==> src/rtl/addsub_sat_pipe.sv <==
// ---------------------------------------------------------------------------
// addsub_sat_pipe
//
// Pipelined signed add/subtract. The WIDTH-bit carry chain is cut into
// SEG-bit segments, and each pipeline stage resolves one segment, so the
// pipeline depth is NSTG = WIDTH/SEG. An op carries its tag, N/Z/V flags and
// a valid bit through the pipe. Issue rate is one op per cycle.
//
// Optional feature (compile-time macro ADDSUB_SAT_EN):
//   defined   - on signed overflow, out_result clamps to the most positive
//               or most negative value
//   undefined - out_result is the raw wrapped sum
//   out_v always reports the raw overflow, whichever build is used.
//
// Ports:
//   clk, rst          clock; synchronous active-high reset
//   in_valid/in_ready input handshake
//   in_a, in_b        signed operands (WIDTH)
//   in_sub            0: a+b, 1: a-b
//   in_tag            tag returned unchanged with the result (TAG_W)
//   out_valid/out_ready output handshake
//   out_result        result (WIDTH)
//   out_tag           tag of the result
//   out_n, out_z      sign and zero of out_result (after any clamping)
//   out_v             signed overflow of the raw operation
//
// Handshake: a transfer happens on any rising edge where valid and ready are
// both high. While valid is high and ready is low, the producer keeps its
// payload stable. The pipe advances whenever the output register is empty or
// is being drained, so in_ready = !out_valid | out_ready. When the pipe does
// not advance, every stage holds (bubbles are kept as bubbles).
//
// Latency: an op accepted on edge E shows up on out_valid after edge E+NSTG.
// WIDTH must be a multiple of SEG.
// ---------------------------------------------------------------------------
module addsub_sat_pipe #(
    parameter int WIDTH = 16,
    parameter int SEG   = 4,
    parameter int TAG_W = 4
) (
    input  logic             clk,
    input  logic             rst,
    input  logic             in_valid,
    output logic             in_ready,
    input  logic [WIDTH-1:0] in_a,
    input  logic [WIDTH-1:0] in_b,
    input  logic             in_sub,
    input  logic [TAG_W-1:0] in_tag,
    output logic             out_valid,
    input  logic             out_ready,
    output logic [WIDTH-1:0] out_result,
    output logic [TAG_W-1:0] out_tag,
    output logic             out_n,
    output logic             out_z,
    output logic             out_v
);
    localparam int NSTG = WIDTH / SEG;

    logic advance;

    // Stage register k holds an op whose segments 0..k-1 are already summed.
    // st_b holds the effective B (already inverted for subtraction).
    // st_c is the carry into segment k.
    logic             st_v   [NSTG];
    logic [WIDTH-1:0] st_a   [NSTG];
    logic [WIDTH-1:0] st_b   [NSTG];
    logic [WIDTH-1:0] st_sum [NSTG];
    logic             st_c   [NSTG];
    logic [TAG_W-1:0] st_tag [NSTG];

    // Combinational result of stage k, which is segment k added in
    logic [SEG:0]     nx_seg [NSTG];
    logic [WIDTH-1:0] nx_sum [NSTG];
    logic             nx_c   [NSTG];

    logic [WIDTH-1:0] raw_sum;
    logic [WIDTH-1:0] fin_res;
    logic             fin_v;

    assign advance  = !out_valid || out_ready;
    assign in_ready = advance;

    always_comb begin
        for (int k = 0; k < NSTG; k++) begin
            nx_seg[k] = {1'b0, st_a[k][k*SEG +: SEG]}
                      + {1'b0, st_b[k][k*SEG +: SEG]}
                      + {{SEG{1'b0}}, st_c[k]};
            nx_sum[k] = st_sum[k];
            nx_sum[k][k*SEG +: SEG] = nx_seg[k][SEG-1:0];
            nx_c[k] = nx_seg[k][SEG];
        end
    end

    assign raw_sum = nx_sum[NSTG-1];

    // Overflow means both operand signs agree but the sum sign differs
    assign fin_v = (st_a[NSTG-1][WIDTH-1] == st_b[NSTG-1][WIDTH-1])
                && (raw_sum[WIDTH-1] != st_a[NSTG-1][WIDTH-1]);

`ifdef ADDSUB_SAT_EN
    // The direction of the clamp follows the sign of A, which equals the
    // sign of effective B whenever overflow is possible
    always_comb begin
        fin_res = raw_sum;
        if (fin_v) begin
            fin_res = st_a[NSTG-1][WIDTH-1] ? {1'b1, {(WIDTH-1){1'b0}}}
                                            : {1'b0, {(WIDTH-1){1'b1}}};
        end
    end
`else
    assign fin_res = raw_sum;
`endif

    always_ff @(posedge clk) begin
        if (rst) begin
            for (int k = 0; k < NSTG; k++) begin
                st_v[k] <= 1'b0;
            end
            out_valid  <= 1'b0;
            out_result <= '0;
            out_tag    <= '0;
            out_n      <= 1'b0;
            out_z      <= 1'b0;
            out_v      <= 1'b0;
        end else if (advance) begin
            st_v[0]   <= in_valid;
            st_a[0]   <= in_a;
            st_b[0]   <= in_sub ? ~in_b : in_b;
            st_sum[0] <= '0;
            st_c[0]   <= in_sub;
            st_tag[0] <= in_tag;
            for (int k = 1; k < NSTG; k++) begin
                st_v[k]   <= st_v[k-1];
                st_a[k]   <= st_a[k-1];
                st_b[k]   <= st_b[k-1];
                st_sum[k] <= nx_sum[k-1];
                st_c[k]   <= nx_c[k-1];
                st_tag[k] <= st_tag[k-1];
            end
            out_valid <= st_v[NSTG-1];
            // A bubble leaves the last delivered result and flags as they were
            if (st_v[NSTG-1]) begin
                out_result <= fin_res;
                out_tag    <= st_tag[NSTG-1];
                out_n      <= fin_res[WIDTH-1];
                out_z      <= (fin_res == '0);
                out_v      <= fin_v;
            end
        end
    end

endmodule
==> config.mk <==
export PLATFORM = sky130hd
export DESIGN_NAME = addsub_sat_pipe
export DESIGN_NICKNAME = d
export VERILOG_FILES = /design/src/rtl/addsub_sat_pipe.sv
export SDC_FILE = /design/constraint.sdc
export NUM_CORES = 1
export LEC_CHECK = 0
export CAP_MARGIN = 20
export CORE_MARGIN = 8
export CORE_UTILIZATION = 55
export DETAILED_ROUTE_END_ITERATION = 8
export PLACE_DENSITY = 0.79
export SKIP_LAST_GASP = 1
export SLEW_MARGIN = 0
export SYNTH_ARGS = -nofsm -noshare
export SYNTH_HDL_FRONTEND = slang
export SYNTH_SLANG_ARGS = --single-unit
==> constraint.sdc <==
create_clock -name clk -period 12.8 [get_ports clk]
set_clock_uncertainty 0.2 [all_clocks]
set_input_delay 3.84 -clock clk [delete_from_list [all_inputs] [get_ports clk]]
set_output_delay 3.84 -clock clk [all_outputs]
set_load 0.01 [all_outputs]
-- After elaboration in Yosys (flattened, before gate mapping)
Memory sizes are Yosys's and may differ from the RTL's. A register that Yosys moved wholly into a read port is not among the register bits.
Index checks and enable logic that the tools add are counted.
- memories: 6
- register bits after elaboration: 20
- memory bits (writable): 216
- output and inout port bits: 25
- input port bits: 41
- memories (memory ; depth ; bits a word ; rd ports ; clocked after memory_dff ; write ports ; line ; text):
    st_a ; 4 ; 16 ; 4 ; 0 ; 4 ; 65 ; logic [WIDTH-1:0] st_a [NSTG];
    st_b ; 4 ; 16 ; 4 ; 0 ; 4 ; 66 ; logic [WIDTH-1:0] st_b [NSTG];
    st_sum ; 4 ; 16 ; 4 ; 0 ; 4 ; 67 ; logic [WIDTH-1:0] st_sum [NSTG];
    st_tag ; 4 ; 4 ; 4 ; 1 ; 4 ; 69 ; logic [TAG_W-1:0] st_tag [NSTG];
    st_c ; 4 ; 1 ; 4 ; 0 ; 4 ; 68 ; logic st_c [NSTG];
    st_v ; 4 ; 1 ; 4 ; 0 ; 4 ; 64 ; logic st_v [NSTG];
- add/subtract/negate cells: 8
- muxes and demuxes: 10
- equality and inequality tests: 2
- reduce and logical (&&, ||, !) cells: 5
- bitwise logic cells: 5
- operator list (operator ; count):
    logical NOT 16 bit ; 1
    2-to-1 mux 16 bit ; 1
    inverter 16 bit ; 1
    adder 4 x 4 -> 5 bit ; 3
    adder 5 x 1 -> 5 bit ; 3
    2-to-1 mux 1 bit ; 9
    adder 4 x 1 -> 4 bit ; 1
    adder 4 bit ; 1
    bitwise OR 1 bit ; 4
    AND reduction 2 bit ; 1
    == test 1 bit ; 1
    logical AND 1 bit ; 1
    logical NOT 1 bit ; 1
    logical OR 1 bit ; 1
    != test 1 bit ; 1

-- Depth between registers and ports, before layout
- depth in word-level cells: 6
- depth in mapped cells: 7

-- Worst setup path before layout
OpenSTA, ideal clock, no wires.
- path type: input-to-reg
- start: input out_ready
- end: memory st_v[0], data pin
- data required time: 12.429 ns
- slack: 2.678 ns
- cell stages on the path: 3
- library setup time: 0.171 ns
- arrival time: 9.752 ns
- buffers on the path: 0
- path through: and2b_1 nor2_1 and2_1
- RTL lines (element ; line ; text):
    start: declaration ; 50 ; input logic out_ready,
    end: declaration ; 64 ;

-- Final worst setup path
- start: input out_ready
- end: output in_ready
- word-level cells in the longest chain between the ends: 1
- ends and longest elaborated chain (element ; line ; text):
    logical OR 1 bit ; 80 ; assign advance = !out_valid || out_ready;
    end: declaration ; 44 ; output logic in_ready,
Every way passes these cells.

==> flow_summary.yaml <==
run_status:
  status: "finished clean"
timing:
  finalCritPeriodShare_pct: 72.0
  rsz0062_at_grt: "no"
  setup_violations: 0
  tightest_slew_ns: 0.971
  max_slew_margin_pct: 35.1
  hold_violations: 0
  tns_ns: 0
  drv_slew: 0
  max_freq_mhz: 109
  min_period_ns: 9.21
detailed_routing:
  via_per_inst: 4.85
  vias: 2657
  final_antenna_net_count: 0
  wl_per_cell_um: 14.7
  finalWirelength_um: 8050
  initialDrtViolationCount: 173
  first_pass_iters: 4
  drcViolationCount: 0
logic_synthesis:
  synthDominantCellAreaShare_pct: 70.3
  synth_cells: 327
  ys_warn_count: 0
  syn_area_mm2: 0.00547
  synth_area_leaders: "edfxtp_1 (70%), dfxtp_1 (8.4%), fa_1 (2.9%)"
  yosys_register_bits: 151
  synthArstFlopShare_pct: 0
  synth_top_flop_cell: "edfxtp_1"
  avgSynthCellArea_um2: 16.7
  synth-seq-area-share_pct: 78.7
  syn_nets: 387
  synth_enable_flop_cells: 128
  synth_largest_area_cell: "edfxtp_1"
  ys_types: 31
clock_tree:
  hold_buffers: 0
  cts_setup_buffers: 0
  clockRootBuffer: "clkbuf_8"
  post_cts_resize_count: 0
  clkSinkCount: 151
  clock_path_buffers: 2
  cts_tree: "built"
  clkTransAtPathRegs_ns: 0.06
  clkLatencyLatePin_ns: 0.52
  numCtsBuffers: 17
  htreeDepth: 4
global_routing:
  antenna_found_initial: 0
  grt_use_total_pct: 13.2
  gr-total-overflow: 0
  grt_pass1_wl_um: 13100
  grt_start_max_net_pins: 81
  first_global_vias: 2821
cells_and_area:
  layout-drive-gt1-share_pct: 8.67
  fin_util_pct: 70.1
  syn_to_final_growth_pct: 24.7
  multiInputGateArea_mm2: 0.00102
  layout.nets: 463
  finalInstanceArea_mm2: 0.00682
  diodes: 0
  seq_area_mm2: 0.00430
  fillers: 663
floorplan:
  start_util_pct: 56.2
  die_area_mm2: 0.0134
  core_mm2: 0.00973
  die_h_um: 116
  ioPinCount: 66
  die_w_um: 116
  rows: 36
place:
  place_hpwl_um: 5120
  place_congestion: 0.747
  detailed_place.area_mm2: 0.00625
  io_buffers: 65
setup_path:
  end_kind: "output port"
  crit_required_ns: 8.76
  cp.arrival_ns: 5.17
  path_class: "in -> out"
  cp-start-kind: "input port"
  crit_fanout: 4
power_and_ir_drop:
  p_per_area_mw_per_mm2: 165
  combPwrFrac_pct: 5.7
  internal_power_mw: 0.901
  seq_power_share_pct: 52.1
  pwr-share-clk_pct: 42.2
  switching_power_mw: 0.225
  peakVddDrop_mv: 0.108
  total_leakage_power_nw: 2.49
  netSwitchingFraction_pct: 20.0
job:
  maxCapViolCount: 0
worst_hold_path:
  worstHoldPathType: "reg -> reg"
==> layer usage <==
layer  global-route usage [%]  vias to the layer above  share of wire (%)
met4                     8.30                        0                2.3
met1                     13.8                     1262                 41
met5                        0                        -                  0
met3                     4.85                       16                5.9
li1                         -                     1308                  -
met2                     22.2                       71                 50
==> layout make-up <==
cell class                      instances  share of cell area [%]
Clock buffer                           18                    6.13
Inverter                               24                    1.32
Sequential cell                       151                    63.1
Tap cell                              133                    2.44
Clock inverter                         13                    2.29
Timing Repair Buffer                   67                    9.76
Multi-Input combinational cell        142                    15.0
==> registers in the layout, summed over array words and instances, names as in the netlist <==
name        flops
out_tag         4
out_valid       1
st_b           40
out_result     16
st_c            4
st_a           40
st_sum         24
st_v            4
st_tag         16
out_v           1
out_z           1
==> final timing paths <==
kind,start,cells after the start,end,slack (ns)
worst max register to register,out_valid$_SDFFE_PP0N_,4,st_a[3][13]$_DFFE_PP_,10.20
worst min register to register,st_b[1][8]$_DFFE_PP_,0,st_b[2][8]$_DFFE_PP_,0.22
worst min-delay path,st_b[1][8]$_DFFE_PP_,0,st_b[2][8]$_DFFE_PP_,0.22
worst max-delay path,out_ready,4,in_ready,3.59
==> power groups by stage <==
stage	Clock (mW)	Sequential, mW	Combinational (mW)
after floorplan	0	0.596	0.0382
final	0.476	0.586	0.0641
after detailed placement	0	0.596	0.0641
after CTS	0.488	0.587	0.0653
after global routing	0.507	0.589	0.0722
after global placement	0	0.594	0.0612
==> placed cells by master, fill, tap and decap left out, types with 2 or more instances in the layout <==
master / count
bufinv_16: 3
nand2b_1: 4
nor2_1: 5
xnor2_1: 9
nand2_1: 37
ha_1: 11
nor2b_1: 3
buf_4: 2
clkinv_2: 5
clkbuf_16: 16
inv_1: 23
dfxtp_1: 23
fa_1: 8
a211oi_1: 2
xor2_1: 16
a21o_1: 5
o21ai_0: 3
edfxtp_1: 128
a21oi_1: 22
and2_1: 4
clkinv_4: 2
clkdlybuf4s50_1: 65
nor4_1: 3
clkinvlp_4: 2
==> worst max-delay path, cell delays in order <==
cell and delay [ns]:
clkdlybuf4s50_1 0.45, and2b_1 0.24, inv_2 0.09, clkdlybuf4s50_1 0.54
==> logic make-up after synthesis <==
group | Yosys count | synth area share [%]
XOR/XNOR | 25 | 4.00
adder cells (fa/ha/maj) | 19 | 5.45
AO/OA/AOI/OAI | 33 | 3.41
buffers and inverters | 34 | 2.77
flip-flops | 151 | 78.7
AND/OR/NAND/NOR | 65 | 5.65
==> stage by stage <==
stage | worst slack (ns) | hold slack, ns | power [mW] | instances
final | 3.59 | 0.218 | 1.13 | 548
after global placement | 3.63 | 0.203 | 0.655 | 517
after CTS | 3.58 | 0.216 | 1.14 | 548
after detailed placement | 3.59 | 0.205 | 0.660 | 517
after floorplan | 2.68 | 0.200 | 0.634 | 327
after global routing | 3.56 | 0.221 | 1.17 | 548
==> synth_stat cells, types with 2 or more instances <==
cell	instances
clkbuf_1	3
nand2b_1	4
xor2_1	16
inv_1	23
a21oi_1	22
o21ai_0	3
fa_1	8
nor2_1	6
dfxtp_1	23
buf_6	2
edfxtp_1	128
nor4_1	3
a21o_1	5
a211oi_1	2
nand2_1	37
xnor2_1	9
ha_1	11
and2_1	4
buf_2	4
nor2b_1	3
No activity file was read; power rests on OpenSTA's default activity.
